`src/rtl/clock_pkg.sv`:
```
// rtl/clock_pkg.sv - shared BCD types, field limits and 12 h mapping for the time-of-day counter
package clock_pkg;

  // Two BCD digits packed as {tens, units}
  typedef logic [7:0] bcd2_t;

  localparam bcd2_t SEC_MAX = 8'h59;
  localparam bcd2_t MIN_MAX = 8'h59;
  localparam bcd2_t HR_MAX  = 8'h23;
  localparam bcd2_t HR_NOON = 8'h12;

  // Map a 24 h BCD hour (00-23) onto the 12 h dial (01-12); midnight reads 12
  function automatic bcd2_t hr24_to_12(input bcd2_t hr);
    logic [4:0] bin;
    logic [4:0] h12;
    bcd2_t      res;
    bin = 5'(hr[7:4]) * 5'd10 + 5'(hr[3:0]);
    if (bin == 5'd0) begin
      h12 = 5'd12;
    end else if (bin > 5'd12) begin
      h12 = bin - 5'd12;
    end else begin
      h12 = bin;
    end
    if (h12 >= 5'd10) begin
      res = {4'd1, 4'(h12 - 5'd10)};
    end else begin
      res = {4'd0, h12[3:0]};
    end
    return res;
  endfunction

endpackage

```
`src/rtl/bcd_mod_counter.sv`:
```
// rtl/bcd_mod_counter.sv - two-digit BCD modulo counter (00..MAX) with up/down stepping
module bcd_mod_counter
  import clock_pkg::*;
#(
  parameter bcd2_t MAX = 8'h59
) (
  input  logic  clk,
  input  logic  rst,
  input  logic  inc,   // chained step from the cascade; its wrap is reported
  input  logic  dec,   // direct adjust step; wraps silently inside the field
  input  logic  down,  // direction for either kind of step
  output bcd2_t q,
  output logic  wrap   // carry (up from MAX) or borrow (down from 00) of a chained step
);

  bcd2_t q_q;
  bcd2_t q_d;
  bcd2_t step_val;
  logic  at_edge;

  // Next BCD value one step away in the selected direction, and the boundary flag
  always_comb begin
    step_val = q_q;
    at_edge  = 1'b0;
    if (down) begin
      at_edge = (q_q == 8'h00);
      if (q_q == 8'h00) begin
        step_val = MAX;
      end else if (q_q[3:0] == 4'd0) begin
        step_val = {q_q[7:4] - 4'd1, 4'd9};
      end else begin
        step_val = {q_q[7:4], q_q[3:0] - 4'd1};
      end
    end else begin
      at_edge = (q_q == MAX);
      if (q_q == MAX) begin
        step_val = 8'h00;
      end else if (q_q[3:0] == 4'd9) begin
        step_val = {q_q[7:4] + 4'd1, 4'd0};
      end else begin
        step_val = {q_q[7:4], q_q[3:0] + 4'd1};
      end
    end
    q_d  = (inc | dec) ? step_val : q_q;
    wrap = inc & at_edge;
  end

  // Field register
  always_ff @(posedge clk or posedge rst) begin
    if (rst) begin
      q_q <= 8'h00;
    end else begin
      q_q <= q_d;
    end
  end

  assign q = q_q;

endmodule

```
`src/rtl/clock_hms_rco.sv`:
```
// rtl/clock_hms_rco.sv - prescaled BCD hh:mm:ss counter with up/down, pause, set and 12/24 h display
module clock_hms_rco
  import clock_pkg::*;
#(
  parameter int CLK_HZ  = 50_000_000,
  parameter int TICK_HZ = 1
) (
  input  logic  mclk,
  input  logic  reset,
  input  logic  enable,
  input  logic  down,
  input  logic  mode_12h,
  input  logic  set_min,
  input  logic  set_hr,
  output bcd2_t sec_bcd,
  output bcd2_t min_bcd,
  output bcd2_t hr_bcd,
  output logic  pm,
  output logic  tick,
  output logic  day_rco
);

  localparam int DIV   = CLK_HZ / TICK_HZ;
  localparam int CNT_W = (DIV > 2) ? $clog2(DIV) : 1;
  localparam logic [CNT_W-1:0] CNT_LAST = CNT_W'(DIV - 1);

  if (DIV < 2) begin : g_div_check
    $error("clock_hms_rco: CLK_HZ/TICK_HZ must be at least 2");
  end

  logic [CNT_W-1:0] cnt_q, cnt_d;
  logic             tick_q, tick_d;
  logic             day_rco_q, day_rco_d;
  logic             set_any;
  logic             chain_step;
  logic             sec_wrap, min_wrap, hr_wrap;
  bcd2_t            sec_int, min_int, hr_int;

  // Prescaler: count 0..DIV-1 while enabled; the wrap raises tick for one cycle
  always_comb begin
    cnt_d  = cnt_q;
    tick_d = 1'b0;
    if (enable) begin
      if (cnt_q == CNT_LAST) begin
        cnt_d  = '0;
        tick_d = 1'b1;
      end else begin
        cnt_d = cnt_q + CNT_W'(1);
      end
    end
  end

  // A set request owns the chain for that cycle, so a coincident tick is dropped
  always_comb begin
    set_any    = set_min | set_hr;
    chain_step = tick_q & ~set_any;
    day_rco_d  = hr_wrap;
  end

  // Prescaler, tick and day pulse registers
  always_ff @(posedge mclk or posedge reset) begin
    if (reset) begin
      cnt_q     <= '0;
      tick_q    <= 1'b0;
      day_rco_q <= 1'b0;
    end else begin
      cnt_q     <= cnt_d;
      tick_q    <= tick_d;
      day_rco_q <= day_rco_d;
    end
  end

  bcd_mod_counter #(.MAX(SEC_MAX)) u_sec (
    .clk  (mclk),
    .rst  (reset),
    .inc  (chain_step),
    .dec  (1'b0),
    .down (down),
    .q    (sec_int),
    .wrap (sec_wrap)
  );

  bcd_mod_counter #(.MAX(MIN_MAX)) u_min (
    .clk  (mclk),
    .rst  (reset),
    .inc  (sec_wrap),
    .dec  (set_min),
    .down (down),
    .q    (min_int),
    .wrap (min_wrap)
  );

  bcd_mod_counter #(.MAX(HR_MAX)) u_hr (
    .clk  (mclk),
    .rst  (reset),
    .inc  (min_wrap),
    .dec  (set_hr),
    .down (down),
    .q    (hr_int),
    .wrap (hr_wrap)
  );

  // Display mapping follows mode_12h combinationally; internal hour stays 24 h
  always_comb begin
    hr_bcd = mode_12h ? hr24_to_12(hr_int) : hr_int;
    pm     = (hr_int >= HR_NOON);
  end

  assign sec_bcd = sec_int;
  assign min_bcd = min_int;
  assign tick    = tick_q;
  assign day_rco = day_rco_q;

endmodule

```
`config.mk`:
```
export PLATFORM = sky130hd
export DESIGN_NAME = clock_hms_rco
export DESIGN_NICKNAME = d
export VERILOG_FILES = /design/src/rtl/clock_pkg.sv /design/src/rtl/bcd_mod_counter.sv /design/src/rtl/clock_hms_rco.sv
export SDC_FILE = /design/constraint.sdc
export NUM_CORES = 1
export LEC_CHECK = 0
export BUFFER_PORTS_ARGS = -buffer_cell sky130_fd_sc_hd__buf_2
export CAP_MARGIN = 10
export CORE_UTILIZATION = 65
export DETAILED_ROUTE_END_ITERATION = 16
export MAX_ROUTING_LAYER = met4
export PLACE_DENSITY = 0.86
export SETUP_SLACK_MARGIN = 0.5
export SLEW_MARGIN = 15
export SYNTH_ARGS = -nofsm -noshare
export SYNTH_HDL_FRONTEND = slang
export SYNTH_SLANG_ARGS = --single-unit
export TNS_END_PERCENT = 5
```
`constraint.sdc`:
```
create_clock -name mclk -period 5.8 [get_ports mclk]
set_input_delay 0.58 -clock mclk [delete_from_list [all_inputs] [get_ports mclk]]
set_output_delay 0.58 -clock mclk [all_outputs]
set_load 0.01 [all_outputs]
```
==> results.json <==
{
  "crit_path_start_kind": "flip-flop",
  "synth_edf_count": 0,
  "postCtsSetupBuffers": 0,
  "first_global_vias": 3120,
  "wire_per_inst_um": 15.1,
  "period_share_pct": 76.4,
  "synth_top_area_share_pct": 33.9,
  "critical_path.max_fanout": 9,
  "drive_gt1_share_pct": 10.9,
  "drc_errors": 0,
  "die_area_um2": 6230,
  "cp.required_ns": 5.22,
  "diodes": 0,
  "rsz0062_at_grt": "false",
  "track_usage_pct": 28.1,
  "synth_cells": 447,
  "clock_skew_ns": 0.00879,
  "fmax_ghz": 0.226,
  "nets": 507,
  "relSlewSlack_pct": 26.8,
  "worst_slew_pin_slew_ns": 1.09,
  "yosys.area_share.simple_pct": 22.2,
  "synthXorXnorAreaFrac_pct": 7.23,
  "syn_to_final_growth_pct": 7.03,
  "slew_viol_final": 0,
  "overflow": 0,
  "path_clk_slew_ns": 0.11,
  "worst_r2r_path_depth": 8,
  "synth_compound_area_share_pct": 19.2,
  "wirelength_um": 8180,
  "finalSetupTns_ns": 0,
  "layout_min_cycle_time_ns": 4.43,
  "io_buffers": 33,
  "antenna_found_initial": 0,
  "grt_pass1_wl_um": 13800,
  "start_util_pct": 68.5,
  "core_area_um2": 5610,
  "htree_levels": 2,
  "worstSetupEndpointType": "output pin",
  "status": "finished, final reports clean",
  "clk_path_buf_depth": 2,
  "postPlaceCellArea_um2": 4020,
  "postCtsHoldBufs": 0,
  "syn_area_um2": 3840,
  "hp-class": "in2async",
  "avgViaCountPerCell": 6.33,
  "place.gp.congestion": 0.983,
  "synth-main-ff-cell": "dfrtp_1",
  "die-height_um": 78.9,
  "nFillCells": 430,
  "criticalPathCategory": "reg2out",
  "cts_sinks": 52,
  "total_leakage_power_nw": 1.85,
  "ys_top_cells_by_area": "dfrtp_1 (34%), ha_1 (9.8%), nor2_1 (4.7%), xnor2_1 (4.1%), nand2_1 (4.0%)",
  "ctsResizeCount": 0,
  "antenna_left": 0,
  "cts_buffers": 5,
  "vias": 3431,
  "synthMuxAreaShare_pct": 2.83,
  "synth_area_leader_cell": "dfrtp_1",
  "design_area_um2": 4110,
  "hold_violations": 0,
  "synth_seq_area_share_pct": 33.9,
  "ys_types": 63,
  "firstDrtPassIters": 5,
  "rows": 27,
  "die_x_um": 78.9,
  "cts_tree": "done",
  "cts_root_buf": "clkbuf_8",
  "synthAdderAreaFrac_pct": 10.3,
  "maxCapViolCount": 0,
  "synthArstFlopShare_pct": 100,
  "setup_viol": 0,
  "drtIter0Drc": 147,
  "grt_start_max_net_pins": 53,
  "yosysWarnings": 0,
  "clock_latency_ns": 0.31,
  "ios": 34,
  "power_density_nw_per_um2": 401,
  "synth_area_per_cell_um2": 8.60,
  "synth_top_family_by_area": "simple AND/OR/NAND/NOR gates",
  "synth-seq-cells": 52,
  "place_hpwl_um": 5780,
  "cp.arrival_ns": 3.85,
  "synthesis.nets": 485,
  "irDropWorstVdd_v": 0.000562
}
## area by class of cell
type	count	area (um^2)	share of cell area [%]
tap	72	90.1	2.19
inverter	23	87.6	2.13
multi-input combinational	354	2370	57.7
sequential	52	1300	31.6
timing repair buffer	33	165	4.01
clock buffer	5	68.8	1.67
clock inverter	3	27.5	0.669
## final timing paths
check / slack, ns / from / to
worst max-delay path: 1.37 / u_hr.q[4]$_DFFE_PP0P_ / hr_bcd[2]
worst min-delay path: 0.41 / reset / u_min.q[5]$_DFFE_PP0P_
worst max register to register: 2.84 / u_sec.q[1]$_DFFE_PP0P_ / u_hr.q[6]$_DFFE_PP0P_
worst min register to register: 0.48 / cnt_q[4]$_DFFE_PP0P_ / cnt_q[4]$_DFFE_PP0P_
max in group asynchronous: 4.85 / reset / u_sec.q[5]$_DFFE_PP0P_
min in group mclk: 0.48 / cnt_q[4]$_DFFE_PP0P_ / cnt_q[4]$_DFFE_PP0P_
## placed cells by master, fill, tap and decap left out, types with 4 or more instances in the layout
cell type   n
xnor2_1    18
o22ai_1     5
dfrtp_1    52
nand2_1    41
nand3_1    22
buf_2      33
nor2_1     48
nand3b_1    9
clkbuf_8    5
o41ai_1     4
or3_1       4
and3_1     10
o31ai_1     8
a31oi_1     4
o211ai_1    7
and2_1      4
ha_1       30
xor2_1     11
inv_1      21
a211oi_1    6
a21oi_1    21
o21ai_0    26
nor3_1     12
nand4_1     8
## worst max-delay path, stage by stage, from the launching register on
cell	delay, ns
dfrtp_1	0.49
ha_1	0.33
ha_1	0.31
a21oi_1	0.32
and3_4	0.26
or2_1	0.29
a21oi_1	0.15
a21o_1	0.18
ha_1	0.25
a211oi_1	0.36
o31ai_1	0.13
o32a_1	0.30
buf_2	0.15
## state kept, by name, indices dropped and copies added (netlist names)
register	cells
u_hr.q	8
u_sec.q	8
day_rco	1
tick	1
cnt_q	26
u_min.q	8
## metrics by stage
step | power (mW) | hold slack, ns | setup WS [ns] | cells | utilization [%]
6_report | 1.65 | 0.407 | 1.37 | 542 | 73.4
5_1_grt | 1.79 | 0.498 | 1.17 | 542 | 73.4
4_1_cts | 1.64 | 0.487 | 1.42 | 542 | 73.3
3_5_place_dp | 1.42 | 0.464 | 1.77 | 534 | 71.6
3_3_place_gp | 1.37 | 0.462 | 1.92 | 534 | 71.6
2_1_floorplan | 1.22 | 0.446 | 2.21 | 447 | -
## power by group
part           switching [mW]  internal [mW]
combinational           0.508          0.379
clock                   0.136         0.0889
sequential              0.114          0.424
## cells by family (layout without fill, tap and decap cells)
kind of cell	after synthesis	after routing
AO/OA/AOI/OAI	111	111
XOR/XNOR	30	30
adder cells (fa/ha/maj)	31	31
buffers and inverters	41	64
flip-flops	52	52
multiplexers	8	8
AND/OR/NAND/NOR	174	174
## synth_stat cells, types with 5 or more instances
library cell / n
dfrtp_1: 52
and3_1: 10
xor2_1: 11
nand4_1: 8
clkbuf_1: 16
ha_1: 30
a211oi_1: 6
nor3_1: 12
nor2_1: 48
nand3_1: 22
inv_1: 22
o21ai_0: 26
xnor2_1: 18
nand2_1: 41
a21oi_1: 21
nand3b_1: 9
o31ai_1: 8
o211ai_1: 7
o22ai_1: 5
## routing by layer
metal,vias to the layer above,track usage [%],routed length (um)
met3,20,4.14,450
met2,134,45.7,3800
met1,1621,36.2,3780
li1,1656,-,-
met5,-,-,0
met4,0,9.45,150
No activity file was read; power rests on OpenSTA's default activity.
